`config.mk`:
```
export PLATFORM = sky130hd
export DESIGN_NAME = memory_map_pipe
export DESIGN_NICKNAME = d
export VERILOG_FILES = /design/src/rtl/memory_map_pipe.sv
export SDC_FILE = /design/constraint.sdc
export NUM_CORES = 1
export LEC_CHECK = 0
export ABC_AREA = 1
export BUFFER_PORTS_ARGS = -buffer_cell sky130_fd_sc_hd__buf_2
export CAP_MARGIN = 40
export CORE_MARGIN = 2
export CORE_UTILIZATION = 49
export CTS_CLUSTER_DIAMETER = 50
export DETAILED_ROUTE_END_ITERATION = 12
export PLACE_DENSITY = 0.76
export SLEW_MARGIN = 20
export SYNTH_ARGS = -nofsm -noshare
export SYNTH_HDL_FRONTEND = slang
export SYNTH_SLANG_ARGS = --single-unit
```
`constraint.sdc`:
```
create_clock -name clk -period 1.8 [get_ports clk]
set_clock_uncertainty 0.2 [all_clocks]
set_input_delay 0.54 -clock clk [delete_from_list [all_inputs] [get_ports clk]]
set_output_delay 0.54 -clock clk [all_outputs]
set_load 0.03 [all_outputs]
```
`src/rtl/memory_map_pipe.sv`:
```
// memory_map_pipe: two-stage pipelined bank/address mapper for the NTT PEs.
// Each beat carries LANES = 2*PE_NUM logical addresses (lane 2k = ie of PE k,
// lane 2k+1 = io of PE k). Every lane is mapped to a bank index (bi) and an
// in-bank address (ba); a beat whose lanes hit the same bank is flagged and
// counted.
//
// Ports:
//   clk, rst        clock (rising edge), asynchronous active-low reset
//   in_valid/ready  input handshake; opcode, mode, offset, addr_in per beat
//   out_valid/ready output handshake; bi_out, ba_out, conflict per beat
//   conflict_cnt    saturating count of conflicting beats transferred
//   cnt_clr         synchronous clear of conflict_cnt (wins over increment)
module memory_map_pipe #(
  parameter int unsigned         PE_NUM   = 2,
  parameter int unsigned         ADDR_W   = 8,
  parameter int unsigned         MAP      = 3,
  parameter int unsigned         P_SHIFT  = 2,
  parameter int unsigned         P_CONST  = 2,
  parameter logic [PE_NUM-1:0]   INV_MASK = 2'b10,
  parameter logic [1:0]          PWM_OP0  = 2'd2,
  parameter logic [1:0]          PWM_OP1  = 2'd3,
  parameter int unsigned         CNT_W    = 16,
  localparam int unsigned        LANES    = 2 * PE_NUM,
  localparam int unsigned        BA_W     = ADDR_W - MAP + 1
) (
  input  logic                      clk,
  input  logic                      rst,
  input  logic                      in_valid,
  output logic                      in_ready,
  input  logic [1:0]                opcode,
  input  logic                      mode,
  input  logic                      offset,
  input  logic [LANES*ADDR_W-1:0]   addr_in,
  output logic                      out_valid,
  input  logic                      out_ready,
  output logic [LANES*MAP-1:0]      bi_out,
  output logic [LANES*BA_W-1:0]     ba_out,
  output logic                      conflict,
  output logic [CNT_W-1:0]          conflict_cnt,
  input  logic                      cnt_clr
);

  logic                    s1_valid;
  logic                    s2_valid;
  logic [1:0]              s1_opcode;
  logic                    s1_mode;
  logic                    s1_offset;
  logic [LANES*ADDR_W-1:0] s1_addr;

  logic                    s2_load;
  logic                    s1_adv;

  logic                    pwm_op;
  logic [MAP-1:0]          lane_bi [LANES];
  logic [LANES*MAP-1:0]    bi_next;
  logic [LANES*BA_W-1:0]   ba_next;
  logic                    conflict_next;

  // S2 can take a new beat when empty or when its beat leaves this cycle;
  // S1 can take one when empty or when it hands its beat to S2.
  assign s2_load   = ~s2_valid | out_ready;
  assign s1_adv    = s1_valid & s2_load;
  assign in_ready  = ~s1_valid | s2_load;
  assign out_valid = s2_valid;

  // Stage 1: capture the beat
  always_ff @(posedge clk or negedge rst) begin
    if (!rst) begin
      s1_valid  <= 1'b0;
      s1_opcode <= '0;
      s1_mode   <= 1'b0;
      s1_offset <= 1'b0;
      s1_addr   <= '0;
    end else if (in_ready) begin
      s1_valid <= in_valid;
      if (in_valid) begin
        s1_opcode <= opcode;
        s1_mode   <= mode;
        s1_offset <= offset;
        s1_addr   <= addr_in;
      end
    end
  end

  assign pwm_op = (s1_opcode == PWM_OP0) || (s1_opcode == PWM_OP1);

  // Per-lane mapping
  for (genvar lane = 0; lane < LANES; lane++) begin : g_lane
    logic [ADDR_W-1:0]     a;
    logic [ADDR_W-MAP-1:0] hi;
    logic                  inv;
    logic                  m;
    logic                  o;

    assign a   = s1_addr[lane*ADDR_W +: ADDR_W];
    assign hi  = a[ADDR_W-1:MAP];
    assign inv = INV_MASK[lane/2] & pwm_op;
    assign m   = s1_mode ^ inv;
    assign o   = s1_offset ^ inv;

    // MAP-bit arithmetic gives the mod 2^MAP wrap for free
    assign lane_bi[lane] = a[MAP-1:0]
                         + (MAP'(^hi) << P_SHIFT)
                         + (m ? MAP'(P_CONST) : '0);

    assign bi_next[lane*MAP +: MAP]   = lane_bi[lane];
    assign ba_next[lane*BA_W +: BA_W] = {o, hi};
  end

  always_comb begin
    conflict_next = 1'b0;
    for (int unsigned i = 0; i < LANES; i++) begin
      for (int unsigned j = i + 1; j < LANES; j++) begin
        if (lane_bi[i] == lane_bi[j]) conflict_next = 1'b1;
      end
    end
  end

  // Stage 2: registered outputs; data only moves with a real beat so the
  // last values persist across bubbles and stalls
  always_ff @(posedge clk or negedge rst) begin
    if (!rst) begin
      s2_valid <= 1'b0;
      bi_out   <= '0;
      ba_out   <= '0;
      conflict <= 1'b0;
    end else if (s2_load) begin
      s2_valid <= s1_valid;
      if (s1_adv) begin
        bi_out   <= bi_next;
        ba_out   <= ba_next;
        conflict <= conflict_next;
      end
    end
  end

  always_ff @(posedge clk or negedge rst) begin
    if (!rst) begin
      conflict_cnt <= '0;
    end else if (cnt_clr) begin
      conflict_cnt <= '0;
    end else if (out_valid && out_ready && conflict && (conflict_cnt != '1)) begin
      conflict_cnt <= conflict_cnt + 1'b1;
    end
  end

endmodule

```
==> results of run 1 <==
[synthesized netlist by cell type, drive strengths merged]
| cell type | count |
|---|---|
| xnor2 | 2 |
| nand4 | 9 |
| ha | 5 |
| nand2 | 170 |
| nand3 | 23 |
| nor4 | 2 |
| nor3 | 5 |
| buf | 13 |
| dfrtp | 88 |
| o21ai | 44 |
| clkbuf | 6 |
| mux2 | 7 |
| nor2 | 55 |
| and3 | 1 |
| a21oi | 36 |
| inv | 63 |
| o31ai | 2 |
| nand3b | 1 |
| o21bai | 1 |
| xor2 | 14 |
[repair_timing]
action,in CTS,in global routing
cloned,3,0
pin swaps,16,43
setup buffers,11,9
gates resized for setup,61,67
hold buffers,1,0
setup endpoints to repair,29,36
endpoints found under the hold margin,12,0
[flip-flops by register name, summed over array words and instances (netlist names)]
register / flops
bi_out: 12
g_lane.o: 1
s1_addr: 32
s1_opcode: 1
out_valid: 1
g_lane.m: 1
ba_out: 22
s1_valid: 1
conflict: 1
conflict_cnt: 16
[logic make-up after synthesis]
| family | after synthesis | share of synthesized area (%) |
|---|---|---|
| mux | 7 | 1.779 |
| flops | 88 | 49.69 |
| buf+inv | 82 | 7.792 |
| simple gates | 266 | 25.95 |
| compound gates | 83 | 10.22 |
| fa+ha+maj | 5 | 1.412 |
| xor+xnor | 16 | 3.162 |
[worst register-to-register path, delay by kind of cell, from the launching register on]
family / cells / cell delay [ps]
flip-flops: 1 / 420
AND/OR/NAND/NOR: 10 / 730
XOR/XNOR: 1 / 210
buffers and inverters: 2 / 160
AO/OA/AOI/OAI: 1 / 70
adder cells (fa/ha/maj): 1 / 250
[layout make-up]
type	count	area (sq um)	area share (%)
Timing Repair Buffer	153	1124	18.17
Clock buffer	11	131.4	2.125
Multi-Input combinational cell	380	2266	36.65
Tap cell	108	135.1	2.185
Clock inverter	5	81.33	1.315
Sequential cell	88	2207	35.69
Inverter	63	239.0	3.865
[final timing paths]
check,start,endpoint,cells past startpoint
setup / recovery,s1_opcode[1],conflict,15
hold / removal,offset,g_lane[0].o,2
setup reg to reg,s1_opcode[1],conflict,15
hold reg to reg,bi_out[8],bi_out[8],2
max in group asynchronous,rst,s1_addr[4],3
min in group asynchronous,rst,s1_addr[21],2
[metrics by stage]
stage	cells	TNS (ps)	power (W)	setup slack, ps	utilization, %
after floorplan	547	-376.1	0.004553	-102.6	-
after global placement	769	-551.1	0.005359	-267.2	60.62
after detailed placement	769	-941.4	0.005462	-335.4	60.62
after CTS	799	-668.6	0.007214	-237.1	66.86
after global routing	808	-3216	0.007938	-433.3	70.56
final	808	-1426	0.007509	-340.0	70.56
[power breakdown]
| group | switching (W) | total, W | internal, W | leakage [nW] |
|---|---|---|---|---|
| Sequential | 0.000304 | 0.00271 | 0.00240 | 1.05 |
| Combinational | 0.00211 | 0.00331 | 0.00120 | 2.04 |
| Clock | 0.000710 | 0.00149 | 0.000784 | 0.104 |
[per-layer routing]
metal / vias up / part of all wire [%] / routed length, um
li1: 2034 / - / -
met1: 1977 / 38 / 4708
met2: 157 / 52 / 6415
met3: 55 / 5.3 / 656
met4: 0 / 4.0 / 491
met5: - / 0 / 0
[cells in the final DEF, fill, tap and decap left out, types with 3 or more instances in the layout]
cell type,Yosys,routed
nor2_1,53,45
nand4_4,1,3
nor2_2,0,5
nand2_4,2,5
dfrtp_2,0,4
nor3_1,3,3
clkbuf_8,0,9
buf_12,0,5
inv_1,55,47
nand3_2,1,9
ha_4,0,3
nor2_4,2,5
inv_2,8,15
nand2_2,0,17
buf_6,1,30
nand4_1,7,7
xor2_2,0,3
o21ai_1,3,3
dfrtp_1,88,84
nand3_4,0,3
nand3_1,22,11
xor2_1,14,11
nand2_1,168,148
buf_2,9,81
mux2_2,7,7
o21ai_2,7,13
a21oi_1,35,34
o21ai_0,34,28
buf_4,2,36
==> qor.txt, run 1 <==
Layout area overhead - 39.53%
Routed vias - 4,223
Yosys reg bits - 88
Top-level I/O count - 96
Max-slew violations - 0
GPL Wtd Cong - 0.8704
Maximum vdd ir drop - 0.0008571 V
Fin Hold WS - 218.6 ps
Worst path cell trace - xor2_2, ha_2, nand2_2, inv_2, nor2_2, nand2_2, nand2_1, nand2_1, nand2_2, inv_2, nand2_1, nand3_2, nand2_1, nor2_1, a21oi_1
WL per Instance - 15.19 um
Leading area contributor after synthesis - dfrtp_1
ANT cells - 0
Top Usage Layer GRT - met2
Setup Crit Path Kind - reg -> reg
Final worst-path cycle share - 118.9%
Global-route wire length before repair - 18,940 um
Most frequent CP cell - nand2_1
Vias per inst - 5.226
Ranking of synthesized cells by area - dfrtp_1, nand2_1, inv_1, nor2_1, a21oi_1
Met1 Usage GRT - 28.86%
Slew HR - 59.99%
Hold Path Class - in -> reg
Synth Cell Area - 0.004432 sq mm
# rows - 34
Post-synthesis sequential area ratio - 49.69%
Initial Util - 50.57%
Peak Freq - 0.4673 GHz
Clock Latency Late Sink - 360 ps
GR Layer Usage met3 - 4.287%
Fin nets - 741
Floorplan core area - 0.008763 sq mm
Clk Tree Root Cell - clkbuf_8
Port buffer count - 94
Num CTS Buffers - 9
Post-DP HPWL - 7828 um
LEAKAGE - 3.195 nW
Req. time, crit path - 1850 ps
Endpoints failing hold - 0
GRT Residual Overflow - 0
Family with the most delay on the worst path - simple AND/OR/NAND/NOR gates
Antenna-violating nets left - 0
Sinks on Clock Net - 88
Number of global-route vias before repair - 4,192
Initial antenna violation count - 0
Status - finished with violations
Starting DRC count in detailed routing - 206
Synth Warn # - 0
DP Area - 0.005313 sq mm
CP Capture Type - flop
Post-route DRC - 0
Finished Cell Area - 0.006183 sq mm
Routed wire length - 12,270 um
DRT Pass-1 Iters - 4
Final WS setup - -340.0 ps
Fillers - 644
CP Max Fanout - 5
Worst-path clk slew - 90 ps
Met2 Track Usage GR - 41.37%
Critical Path AT - 2190 ps
CP bufs+invs - 2
TritonCTS clock tree - built
Largest net degree at the start of global routing - 40
Final setup fails - 20
CTS Buffer Depth - 2
Fraction of layout instances using a drive strength above 1 - 38.71%
Pin slew with the least headroom to its limit - 599.5 ps
RSZ-0062 raised after global routing - yes
Slowest cell on the critical path - dfrtp_1
Synth cell types - 35
Mapped Cells - 547
Pwr dens - 1214 mW/mm^2
Flop2flop setup slack - -340 ps
Failing checks - negative setup slack
Total die area - 0.009821 sq mm
Startpoint Class - flop
Share of the synthesized area in the top cell type - 49.69%
Slowest stage delay, CP - 420 ps
Tmin final - 2140 ps
Average size of a mapped cell - 8.102 sq um
Global-route usage over all layers - 23.92%
Syn_nets - 593
H-tree depth - 3
Die W - 99.10 um
Maxcap violations - 0
Die Ht - 99.10 um
(Power assumes the default switching activity.)
==> run 2: changes to the inputs <==
- CORE_UTILIZATION: 49 -> 51
- clock period: 1.8 -> 2.6 ns (I/O delays scaled with it)
==> run 2 against run 1 <==
The run now ends clean. Critical path depth fell by 11. Flip-flop and latch count did not move. Sequential share of layout area rose by 6.3 points. Final area fell by 15%. Worst hold slack got worse by 9.9 ps. Routed wire length fell by 19%. Count of clock-buffer cells in the layout fell by 1. Sequential power fell by 31%. Combinational power fell by 47%. Non-clock buffer count fell by 49. Register-to-register slack improved by 740 ps.
==> qor.txt, run 2 (synthesized netlist as in run 1, its figures left out) <==
Met2 Track Usage GR - 38.78%
CTS resizes - 0
Clk Tree Root Cell - clkbuf_8
Final WS setup - 330.2 ps
Final Util - 61.01%
Top-level I/O count - 96
TritonCTS clock tree - built
Final non-filler cell total - 756
Sinks on Clock Net - 88
Peak Freq - 0.4406 GHz
LEAKAGE - 2.807 nW
Total die area - 0.009452 sq mm
Initial Util - 51.57%
Number of global-route vias before repair - 3,857
Pwr dens - 878.4 mW/mm^2
Hold Path Class - in -> async
Routed vias - 3,836
Register Area - 0.002202 sq mm
Post-DP HPWL - 7444 um
Die W - 97.22 um
CP bufs+invs - 3
Most frequent cells in the layout - nand2_1, buf_2, dfrtp_1
Req. time, crit path - 1620 ps
Setup_tns - 0 ps
ANT cells - 0
H-tree depth - 3
Biggest register - s1_addr
GRT Residual Overflow - 0
Fillers - 777
Max FFs per register - 32
Global-route wire length before repair - 17,130 um
Critical Path AT - 1290 ps
CTS Buffer Depth - 2
Endpoints failing hold - 0
Startpoint Class - input port
Antenna-violating nets left - 0
Multi-input logic area - 0.001889 sq mm
CP Capture Type - output port
DRT Pass-1 Iters - 5
Die Ht - 97.22 um
Fraction of layout instances using a drive strength above 1 - 24.07%
Floorplan core area - 0.008593 sq mm
Fin nets - 689
Vias per inst - 5.074
CTS Hold Bufs - 0
Layout area overhead - 18.29%
Leading cell type in the layout, fill and taps excluded - nand2_1
Num CTS Buffers - 9
# rows - 34
Pin slew with the least headroom to its limit - 585.5 ps
Max-slew violations - 0
Setup Crit Path Kind - in -> out
Slew HR - 60.97%
RSZ-0062 raised after global routing - no
Initial antenna violation count - 0
Slowest cell on the critical path - buf_2
Routed wire length - 9907 um
Setup WS pre-CTS - 332.3 ps
Placed cells - 740
Met1 Usage GRT - 27.21%
GR Layer Usage met3 - 3.525%
Worst path cell trace - buf_2, inv_1, nand3_1, buf_2
Total chip power - 0.004605 W
Family with the most delay on the worst path - buffers and inverters
WL per Instance - 13.10 um
Port buffer count - 94
Starting DRC count in detailed routing - 218
Clock Latency Late Sink - 350 ps
Post-route DRC - 0
Slowest stage delay, CP - 210 ps
Maxcap violations - 0
Worst-path clk slew - 100 ps
CP Max Fanout - 3
Post-CTS setup buffer count - 0
Status - finished, final reports clean
Final worst-path cycle share - 87.30%
GPL Wtd Cong - 0.8477
Maximum vdd ir drop - 0.0004026 V
Most frequent CP cell - buf_2
Global-route usage over all layers - 21.92%
Final setup fails - 0
Biggest regs - s1_addr: 32 flops, ba_out: 22 flops, conflict_cnt: 16 flops
Tmin final - 2270 ps
Largest net degree at the start of global routing - 43
Top Usage Layer GRT - met2
## run 2: cell count changes in the layout (fill, tap and decap cells not counted), moves of 6 or more
cell     delta
nand3_2     -8
nand2_2    -15
o21ai_2     -6
nand2_1    +18
nand3_1    +11
buf_4      -27
buf_6      -30
nor2_1      +8
o21ai_0     +6
buf_2      +12
inv_2       -7
inv_1       +8
## run 2: layout make-up
| cell class | count | area share (%) |
|---|---|---|
| clock buffer | 10 | 2.625 |
| clock inverter | 6 | 1.313 |
| inverter | 63 | 4.511 |
| multi-input combinational | 377 | 36.04 |
| sequential | 88 | 42.00 |
| tap | 108 | 2.578 |
| timing repair buffer | 104 | 10.93 |
## run 2: power by group
part | switching, W | total [W] | leakage [nW] | internal, W
registers | 0.000196 | 0.00186 | 1.06 | 0.00166
clock network | 0.000511 | 0.000983 | 0.0907 | 0.000472
logic | 0.00122 | 0.00176 | 1.66 | 0.000541
## run 2: routing by layer
| layer | up-vias | wire (um) |
|---|---|---|
| met1 | 1810 | 4306 |
| met4 | 0 | 176 |
| met5 | - | 0 |
| met3 | 13 | 449 |
| li1 | 1922 | - |
| met2 | 91 | 4975 |
## run 2: path summary, 6_finish.rpt
path | startpoint | to | slack [ps] | cells after the start
min in group clk | bi_out[10] | bi_out[10] | 280 | 2
max in group asynchronous | rst | ba_out[2] | 1430 | 2
worst max register to register | g_lane[0].m | conflict | 400 | 13
worst max-delay path | out_ready | in_ready | 330 | 4
worst min register to register | bi_out[10] | bi_out[10] | 280 | 2
worst min-delay path | rst | ba_out[14] | 210 | 1
## run 2: stage by stage
step / instance area [sq um] / hold slack [ps]
6_report: 5243 / 208.7
5_1_grt: 5243 / 267.2
4_1_cts: 5243 / 232.5
3_5_place_dp: 5036 / 265.5
3_3_place_gp: 5036 / 261.2
2_1_floorplan: 4432 / 278.4
